## src/rtl/vec_fetch_decode_if.sv

```systemverilog
// Issue beat channel from the fetch/decode front end to the execute stage.
// No latency of its own; the front end holds valid and all fields until ready is seen.
// The front end is master and drives valid and fields; execute is slave and drives ready.
interface vec_fetch_decode_if;
    logic       issue_valid;
    logic       issue_ready;
    logic [2:0] issue_op;
    logic [2:0] issue_vd;
    logic [2:0] issue_vs1;
    logic [2:0] issue_vs2;
    logic       issue_beat;

    modport master (
        output issue_valid,
        output issue_op,
        output issue_vd,
        output issue_vs1,
        output issue_vs2,
        output issue_beat,
        input  issue_ready
    );

    modport slave (
        input  issue_valid,
        input  issue_op,
        input  issue_vd,
        input  issue_vs1,
        input  issue_vs2,
        input  issue_beat,
        output issue_ready
    );
endinterface

```

## src/rtl/vec_fetch_decode.sv

```systemverilog
// Vector program store plus fetch/decode/issue sequencer for OP-V arithmetic; VFD_ILLEGAL_TRAP_EN makes illegal words trap.
// Latency: start -> FETCH, DECODE, then first beat; 4 cycles per instruction with ready held high.
// Backpressure: issue_ready low holds ISSUE with valid and all fields frozen for as long as it stays low.
module vec_fetch_decode #(
    parameter int NUM_INST = 6,
    parameter int VLEN     = 32,
    parameter int VLANES   = 16,
    parameter int NREG     = 4
) (
    input  logic                      clk,
    input  logic                      rst,
    input  logic                      prog_we_i,
    input  logic [2:0]                prog_addr_i,
    input  logic [31:0]               prog_data_i,
    input  logic                      start_i,
    vec_fetch_decode_if.master        issue_if,
    output logic [2:0]                F_D_cycle_o,
    output logic [2:0]                pc_o,
    output logic                      done_o,
    output logic                      illegal_o
);

    localparam int         BEATS     = VLEN / VLANES;
    localparam logic       LAST_BEAT = 1'(BEATS - 1);
    localparam logic [6:0] OPC_OPV   = 7'b1010111;
    localparam logic [2:0] LAST_PC   = 3'(NUM_INST);
    localparam logic [4:0] MAX_REG   = 5'(NREG);

    typedef enum logic [2:0] {
        S_IDLE   = 3'd0,
        S_FETCH  = 3'd1,
        S_DECODE = 3'd2,
        S_ISSUE  = 3'd3,
        S_DONE   = 3'd4,
        S_ERROR  = 3'd5
    } state_t;

    state_t      state_q;
    logic [2:0]  pc_q;
    logic        beat_q;
    logic [31:0] ir_q;
    logic        valid_q;
    logic [2:0]  op_q;
    logic [2:0]  vd_q;
    logic [2:0]  vs1_q;
    logic [2:0]  vs2_q;
    logic        done_q;
    logic        illegal_q;
    logic [31:0] mem_q [1:NUM_INST];

    logic [2:0]  dec_op;
    logic        dec_legal;
    logic        dec_zero;
    logic        prog_open;
    logic        unused_vm;

    assign unused_vm = ir_q[25];

    // A zero op code stands for "no legal funct3/funct6 match".
    always_comb begin
        dec_op = 3'd0;
        if (ir_q[6:0] == OPC_OPV) begin
            case (ir_q[14:12])
                3'b000: begin
                    case (ir_q[31:26])
                        6'b000000: dec_op = 3'd1;
                        6'b000010: dec_op = 3'd2;
                        6'b001001: dec_op = 3'd3;
                        6'b001010: dec_op = 3'd4;
                        default:   dec_op = 3'd0;
                    endcase
                end
                3'b010: begin
                    if (ir_q[31:26] == 6'b100101) begin
                        dec_op = 3'd5;
                    end
                end
                default: dec_op = 3'd0;
            endcase
        end
    end

    always_comb begin
        dec_zero  = (ir_q == 32'h0);
        dec_legal = (dec_op != 3'd0)
                  && (ir_q[11:7]  != 5'd0) && (ir_q[11:7]  <= MAX_REG)
                  && (ir_q[19:15] != 5'd0) && (ir_q[19:15] <= MAX_REG)
                  && (ir_q[24:20] != 5'd0) && (ir_q[24:20] <= MAX_REG);
    end

    assign prog_open = (state_q == S_IDLE) || (state_q == S_DONE) || (state_q == S_ERROR);

    always_ff @(posedge clk) begin
        if (rst) begin
            for (int i = 1; i <= NUM_INST; i++) begin
                mem_q[i] <= 32'h0;
            end
        end else if (prog_we_i && prog_open
                     && (prog_addr_i != 3'd0) && (prog_addr_i <= LAST_PC)) begin
            mem_q[prog_addr_i] <= prog_data_i;
        end
    end

    always_ff @(posedge clk) begin
        if (rst) begin
            state_q   <= S_IDLE;
            pc_q      <= 3'd1;
            beat_q    <= 1'b0;
            ir_q      <= 32'h0;
            valid_q   <= 1'b0;
            op_q      <= 3'd0;
            vd_q      <= 3'd0;
            vs1_q     <= 3'd0;
            vs2_q     <= 3'd0;
            done_q    <= 1'b0;
            illegal_q <= 1'b0;
        end else begin
            illegal_q <= 1'b0;
            case (state_q)
                S_IDLE: begin
                    if (start_i) begin
                        state_q <= S_FETCH;
                        pc_q    <= 3'd1;
                    end
                end
                S_FETCH: begin
                    ir_q    <= mem_q[pc_q];
                    state_q <= S_DECODE;
                end
                S_DECODE: begin
                    if (dec_zero) begin
                        state_q <= S_DONE;
                        done_q  <= 1'b1;
                    end else if (!dec_legal) begin
                        illegal_q <= 1'b1;
`ifdef VFD_ILLEGAL_TRAP_EN
                        state_q <= S_ERROR;
`else
                        if (pc_q == LAST_PC) begin
                            state_q <= S_DONE;
                            done_q  <= 1'b1;
                        end else begin
                            pc_q    <= pc_q + 3'd1;
                            state_q <= S_FETCH;
                        end
`endif
                    end else begin
                        op_q    <= dec_op;
                        vd_q    <= ir_q[9:7];
                        vs1_q   <= ir_q[17:15];
                        vs2_q   <= ir_q[22:20];
                        beat_q  <= 1'b0;
                        valid_q <= 1'b1;
                        state_q <= S_ISSUE;
                    end
                end
                S_ISSUE: begin
                    if (issue_if.issue_ready) begin
                        if (beat_q != LAST_BEAT) begin
                            beat_q <= beat_q + 1'b1;
                        end else begin
                            valid_q <= 1'b0;
                            // pc saturates at the last slot: a full program ends in DONE.
                            if (pc_q == LAST_PC) begin
                                state_q <= S_DONE;
                                done_q  <= 1'b1;
                            end else begin
                                pc_q    <= pc_q + 3'd1;
                                state_q <= S_FETCH;
                            end
                        end
                    end
                end
                S_DONE, S_ERROR: begin
                    if (start_i) begin
                        state_q <= S_FETCH;
                        pc_q    <= 3'd1;
                        done_q  <= 1'b0;
                    end
                end
                default: begin
                    state_q <= S_IDLE;
                end
            endcase
        end
    end

    assign issue_if.issue_valid = valid_q;
    assign issue_if.issue_op    = op_q;
    assign issue_if.issue_vd    = vd_q;
    assign issue_if.issue_vs1   = vs1_q;
    assign issue_if.issue_vs2   = vs2_q;
    assign issue_if.issue_beat  = beat_q;
    assign F_D_cycle_o          = state_q;
    assign pc_o                 = pc_q;
    assign done_o               = done_q;
    assign illegal_o            = illegal_q;

endmodule

```

## src/flat_wrapper.sv

```systemverilog
// flat-port wrapper written by rule: the top's interface ports become plain ports
module vec_fetch_decode_flat 
#(
    parameter int NUM_INST = 6,
    parameter int VLEN     = 32,
    parameter int VLANES   = 16,
    parameter int NREG     = 4
)
  (clk, rst, prog_we_i, prog_addr_i, prog_data_i, start_i, F_D_cycle_o, pc_o, done_o, illegal_o, issue_if_issue_valid, issue_if_issue_op, issue_if_issue_vd, issue_if_issue_vs1, issue_if_issue_vs2, issue_if_issue_beat, issue_if_issue_ready);
  vec_fetch_decode_if issue_if_i ();
  input  logic clk;
  input  logic rst;
  input  logic prog_we_i;
  input  logic [2:0] prog_addr_i;
  input  logic [31:0] prog_data_i;
  input  logic start_i;
  output logic [2:0] F_D_cycle_o;
  output logic [2:0] pc_o;
  output logic done_o;
  output logic illegal_o;
  output wire logic [$bits(issue_if_i.issue_valid)-1:0] issue_if_issue_valid;
  output wire logic [$bits(issue_if_i.issue_op)-1:0] issue_if_issue_op;
  output wire logic [$bits(issue_if_i.issue_vd)-1:0] issue_if_issue_vd;
  output wire logic [$bits(issue_if_i.issue_vs1)-1:0] issue_if_issue_vs1;
  output wire logic [$bits(issue_if_i.issue_vs2)-1:0] issue_if_issue_vs2;
  output wire logic [$bits(issue_if_i.issue_beat)-1:0] issue_if_issue_beat;
  input wire logic [$bits(issue_if_i.issue_ready)-1:0] issue_if_issue_ready;
  assign issue_if_issue_valid = issue_if_i.issue_valid;
  assign issue_if_issue_op = issue_if_i.issue_op;
  assign issue_if_issue_vd = issue_if_i.issue_vd;
  assign issue_if_issue_vs1 = issue_if_i.issue_vs1;
  assign issue_if_issue_vs2 = issue_if_i.issue_vs2;
  assign issue_if_issue_beat = issue_if_i.issue_beat;
  assign issue_if_i.issue_ready = issue_if_issue_ready;
  vec_fetch_decode #(.NUM_INST(NUM_INST), .VLEN(VLEN), .VLANES(VLANES), .NREG(NREG)) u_core (.clk(clk), .rst(rst), .prog_we_i(prog_we_i), .prog_addr_i(prog_addr_i), .prog_data_i(prog_data_i), .start_i(start_i), .issue_if(issue_if_i), .F_D_cycle_o(F_D_cycle_o), .pc_o(pc_o), .done_o(done_o), .illegal_o(illegal_o));
endmodule
```

## config.mk

```make
export PLATFORM = sky130hd
export DESIGN_NAME = vec_fetch_decode_flat
export DESIGN_NICKNAME = d
export VERILOG_FILES = /design/src/rtl/vec_fetch_decode_if.sv /design/src/rtl/vec_fetch_decode.sv /design/src/flat_wrapper.sv
export SDC_FILE = /design/constraint.sdc
export NUM_CORES = 1
export LEC_CHECK = 0
export ABC_CLOCK_PERIOD_IN_PS = 2200
export BUFFER_PORTS_ARGS = -buffer_cell sky130_fd_sc_hd__buf_4
export CAP_MARGIN = 0
export CORE_UTILIZATION = 55
export DETAILED_ROUTE_END_ITERATION = 8
export GPL_TIMING_DRIVEN = 1
export PLACE_DENSITY = 0.75
export SETUP_SLACK_MARGIN = 0.5
export SKIP_CTS_REPAIR_TIMING = 1
export SLEW_MARGIN = 20
export SYNTH_ARGS = -nofsm -noshare
export SYNTH_HDL_FRONTEND = slang
export SYNTH_SLANG_ARGS = --single-unit
```

## constraint.sdc

```tcl
create_clock -name clk -period 2.2 [get_ports clk]
set_input_delay 0.44 -clock clk [delete_from_list [all_inputs] [get_ports clk]]
set_output_delay 0.44 -clock clk [all_outputs]
set_load 0.005 [all_outputs]
```

# Word-level counts from Yosys, hierarchy flattened

Memories as Yosys holds them, arrays and structs flattened. A register that Yosys moved wholly into a read port is not among the register bits.
Index checks and enable logic that the tools add are counted.

Bits in registers: 22
RAM bits: 192
Input port bits: 40
Output and inout bits: 22
Logic and storage cells: 115
Memories kept: 1

Memories:

| name         | words | bits a word | rd ports | clocked after memory_dff | wr ports | line                   | RTL |
|---|---|---|---|---|---|---|---|
| u_core.mem_q | 6     | 32          | 1        | 1                        | 6        | vec_fetch_decode.sv:49 | `logic [31:0] mem_q [1:NUM_INST];` |

Add/subtract/negate cells: 2
Magnitude comparators: 4
Equality and inequality tests: 20
Mux-type cells: 43
Bitwise gates (word level): 2
Reductions and logical operators: 33

Operators with widths:

| operator                                            | count |
|---|---|
| 2-to-1 mux 3 bit                                    | 14 |
| logical NOT 32 bit                                  | 1 |
| 2-to-1 mux 32 bit                                   | 1 |
| OR reduction 32 bit                                 | 1 |
| one-hot mux 3 bit (4 select lines)                  | 2 |
| 2-to-1 mux 1 bit                                    | 21 |
| <= comparator 5 x 3 -> 1 bit, second input constant | 3 |
| nonzero test 5 bit                                  | 3 |
| == test 6 x 4 -> 1 bit, second input constant       | 2 |
| nonzero test 3 bit                                  | 4 |
| AND reduction 5 bit                                 | 2 |
| == test 3 x 2 -> 1 bit, second input constant       | 3 |
| == test 3 bit, second input constant                | 3 |
| logical AND 1 bit                                   | 9 |
| one-hot mux 3 bit (3 select lines)                  | 1 |
| != test 2 bit, second input constant                | 4 |
| == test 7 bit, second input constant                | 1 |
| == test 6 x 2 -> 1 bit, second input constant       | 1 |
| == test 6 bit, second input constant                | 1 |
| logical NOT 3 bit                                   | 2 |
| logical NOT 6 bit                                   | 1 |
| != test 2 x 1 -> 1 bit, second input constant       | 3 |
| one-hot mux 3 bit (2 select lines)                  | 1 |
| AND reduction 3 bit                                 | 2 |
| other kinds (14)                                    | 18 |

# Longest topological paths before layout

Word-level depth: 14
Depth in mapped cells: 8
Gate-level depth less buffers: 6

# Least setup slack after synthesis

Ideal clock, no wire load.

Kind: register to register
Start point: reg u_core.state_q[0], in the netlist u_core.F_D_cycle_o[0]
End point: mem u_core.mem_q[1][0] (enable)
Setup time: 375 ps
Data arrival time: 1844 ps
Required time: 1825 ps
Setup slack: -19 ps
Stages on the path, launching flop included: 7
Path buffers: 1
Clock period less this slack: 2219 ps
Path through: dfxtp_1 > buf_2 > nor2b_1 > nor2_2 > nand4b_1 > nor3_1 > or2_2

RTL lines:

| element                | line                    | RTL |
|---|---|---|
| from (decl)            | vec_fetch_decode.sv:38  | `state_t state_q;` |
| from (signal assigned) | vec_fetch_decode.sv:106 | `state_q <= S_IDLE;` |
| from (signal assigned) | vec_fetch_decode.sv:122 | `state_q <= S_FETCH;` |
| from (signal assigned) | vec_fetch_decode.sv:128 | `state_q <= S_DECODE;` |
| to (decl)              | vec_fetch_decode.sv:49  |  |

==> out/metrics.yaml <==
outcome: "finished clean"
drc: 0
route.vias.total: 8575
rsz0062_at_grt: "yes"
final_antenna_net_count: 0
synth_top_family_by_area: "simple AND/OR/NAND/NOR gates"
synth_adder_area_share_pct: 0.189
io_pins: 62
synth_cells: 896
first_global_vias: 7971
grt_pass1_wl_um: 45400
cpMaxStageDelayCell: "dfxtp_2"
synthXorXnorAreaFrac_pct: 0.132
yosysTopAreaCell: "edfxtp_1"
critPathLaunchType: "flip-flop"
wl_um: 34600
clock.fmax_ghz: 0.484
wl_per_cell_um: 23.9
layout_commonest_cell: "edfxtp_1"
die_x_um: 157
slowest_delay_ns: 0.32
p_leak_nw: 6.54
cts.htree.levels: 2
via_per_inst: 5.91
worst_pin_slew_ns: 0.615
final_util_pct: 71.9
setup_tns_ns: 0
fp.coreArea_um2: 23500
insertion_delay_ns: 0.52
maxSlewViolCount: 0
clk_pin_slew_worst_paths_ns: 0.06
crit_type: "flip-flop to flip-flop"
fin_worst_skew_ns: 0.0205
drtIter0Drc: 855
grt-ovfl-total: 0
cts_buffers: 34
ff_latch_area_um2: 8790
num_antenna_cells: 0
min_period_ns: 2.07
async_reset_ff_share_pct: 0
cpLargestDelayFamily: "simple AND/OR/NAND/NOR gates"
cp_cell_sequence: "nor2b_4 -> nor2_4 -> nand4b_1 -> buf_6 -> nor3b_4 -> or2_4 -> clkbuf_16"
area_delta_synth_final_pct: 27.7
cap_viol_max_count: 0
power_density_nw_per_um2: 866
start_util_pct: 56.3
finalCritPeriodShare_pct: 94.0
ir_worst_vdd_v: 0.000811
grt_max_degree: 67
synth_compound_area_share_pct: 3.76
nets: 1148
root_buffer: "clkbuf_16"
port_buffers: 61
multi_input_area_um2: 4770
relSlewSlack_pct: 59.0
synth-main-ff-cell: "edfxtp_1"
synth_cell_types: 52
num_rows: 56
ys_ff_latch: 310
antenna_found_initial: 1
cp-end-kind: "flip-flop"
critPathRequiredTime_ns: 2.41
synth-simple-area-share_pct: 15.9
die_h_um: 157
yosysWarnings: 0
final-hold-violation-count: 0
hold_slack_ns: 0.157
gp_congestion: 0.889
yosys-mux-area-fraction_pct: 11.9
cts_tree: "built"
final_cell_mix: "edfxtp_1 (256), and2_1 (147), buf_4 (109)"
dp_hpwl_um: 17800
cts_sinks: 310
synthTopCellsByArea: "edfxtp_1 (58%), mux4_2 (11%), and2_1 (9.1%), dfxtp_1 (8.2%), a311oi_1 (2.2%)"
hold_path.class: "input port to flip-flop"
synth_top_area_share_pct: 58.0
grt_usage_pct: 25.2
worst_ep_arrival_time_ns: 2.28
first_pass_iters: 5
seq_area_frac_synth_pct: 66.2
worstPathMaxFanout: 8
dieArea_um2: 24700
setup_viol: 0
drive_above_1_share_pct: 33.5
num-fill-cells: 1493
syn-cell-area_um2: 13300
clock_path_buffers: 3
synth-edff-count: 256
syn_avg_cell_area_um2: 14.8
cp_num_buf_inv: 2
## per-stage QoR
step / area (µm²) / total power [W] / setup WS, ns / instances
2_1_floorplan: 13600 / 0.00812 / 0.282 / 959
3_3_place_gp: 14700 / 0.00875 / 0.182 / 1329
3_5_place_dp: 14700 / 0.00879 / 0.135 / 1329
4_1_cts: 15800 / 0.0143 / 0.122 / 1390
5_1_grt: 16900 / 0.0151 / 0.0787 / 1450
6_report: 16900 / 0.0147 / 0.133 / 1450
## cells in the mapped netlist (2+ instances only)
cell      instances
dfxtp_1          54
mux4_2           64
and3_1            3
nor3_1            5
a311oi_1         33
and2_1          193
nand2b_1          2
a31o_2            2
edfxtp_1        256
o211ai_1          2
or2_2             8
buf_4             2
mux2i_1          13
nand2_1          73
buf_2            12
nor2_1           56
a31oi_1           2
nor4_1            6
nand4_1           3
nor4b_1           2
buf_1             6
ha_1              2
a211oi_1          2
nor2_2            2
nand4b_1          2
clkbuf_1         37
nor4_2            2
o21ai_0           5
inv_1             5
nor3b_2           2
and3b_1           2
xor2_1            2
nand3_1           6
nor2b_1           2
a21oi_1          11
## flip-flops by register name, summed over array words and instances (netlist names)
name,count
u_core.mem_q,256
u_core.ir_q,32
u_core.F_D_cycle_o,3
u_core.issue_if.issue_op,3
u_core.issue_if.issue_vd,3
u_core.issue_if.issue_vs1,3
u_core.issue_if.issue_vs2,3
u_core.pc_o,3
u_core.done_o,1
u_core.illegal_o,1
u_core.issue_if.issue_beat,1
u_core.issue_if.issue_valid,1
## per-layer routing
layer	wire length [µm]	global-route usage (%)	vias to the layer above
met1	12700	33.4	4272
met3	3390	4.98	103
met4	1490	8.65	2
met2	17000	41.8	471
met5	11	0	-
li1	-	-	3727
## power breakdown
group          leakage [nW]  total [W]  internal [W]  switching (W)
combinational          2.94    0.00204      0.000998        0.00104
clock                 0.540    0.00565       0.00335        0.00230
sequential             3.06    0.00697       0.00672       0.000247
## path summary, 6_finish.rpt
kind	startpoint	end	slack [ns]	cells past startpoint
worst min register to register	u_core.issue_if.issue_op[1]$_SDFFE_PP0P_	u_core.issue_if.issue_op[1]$_SDFFE_PP0P_	0.48	2
worst max-delay path	u_core.F_D_cycle_o[0]$_SDFFE_PP0P_	u_core.mem_q[5][13]$_SDFFCE_PN0P_	0.13	7
worst min-delay path	prog_data_i[27]	u_core.mem_q[7][27]$_DFFE_PP_	0.16	1
worst max register to register	u_core.F_D_cycle_o[0]$_SDFFE_PP0P_	u_core.mem_q[5][13]$_SDFFCE_PN0P_	0.13	7
## kinds of logic (layout without fill, tap and decap cells)
group                      count (synthesis)  count (layout)
AOI/OAI and AO/OA                         65              65
xor gates and xnor gates                   2               2
adders and majority gates                  2               2
buffers and inverters                     62             233
DFF                                      310             310
muxes                                     78              78
other                                      1              64
and+or+nand+nor                          376             377
## cell type report
| cell class | count | share of cell area [%] |
|---|---|---|
| sequential | 310 | 51.9 |
| multi-input combinational | 588 | 28.2 |
| timing repair buffer | 167 | 10.9 |
| clock buffer | 50 | 5.80 |
| tap | 319 | 2.36 |
| clock inverter | 11 | 0.717 |
| inverter | 5 | 0.111 |
Power figures use the tool's default switching activity.
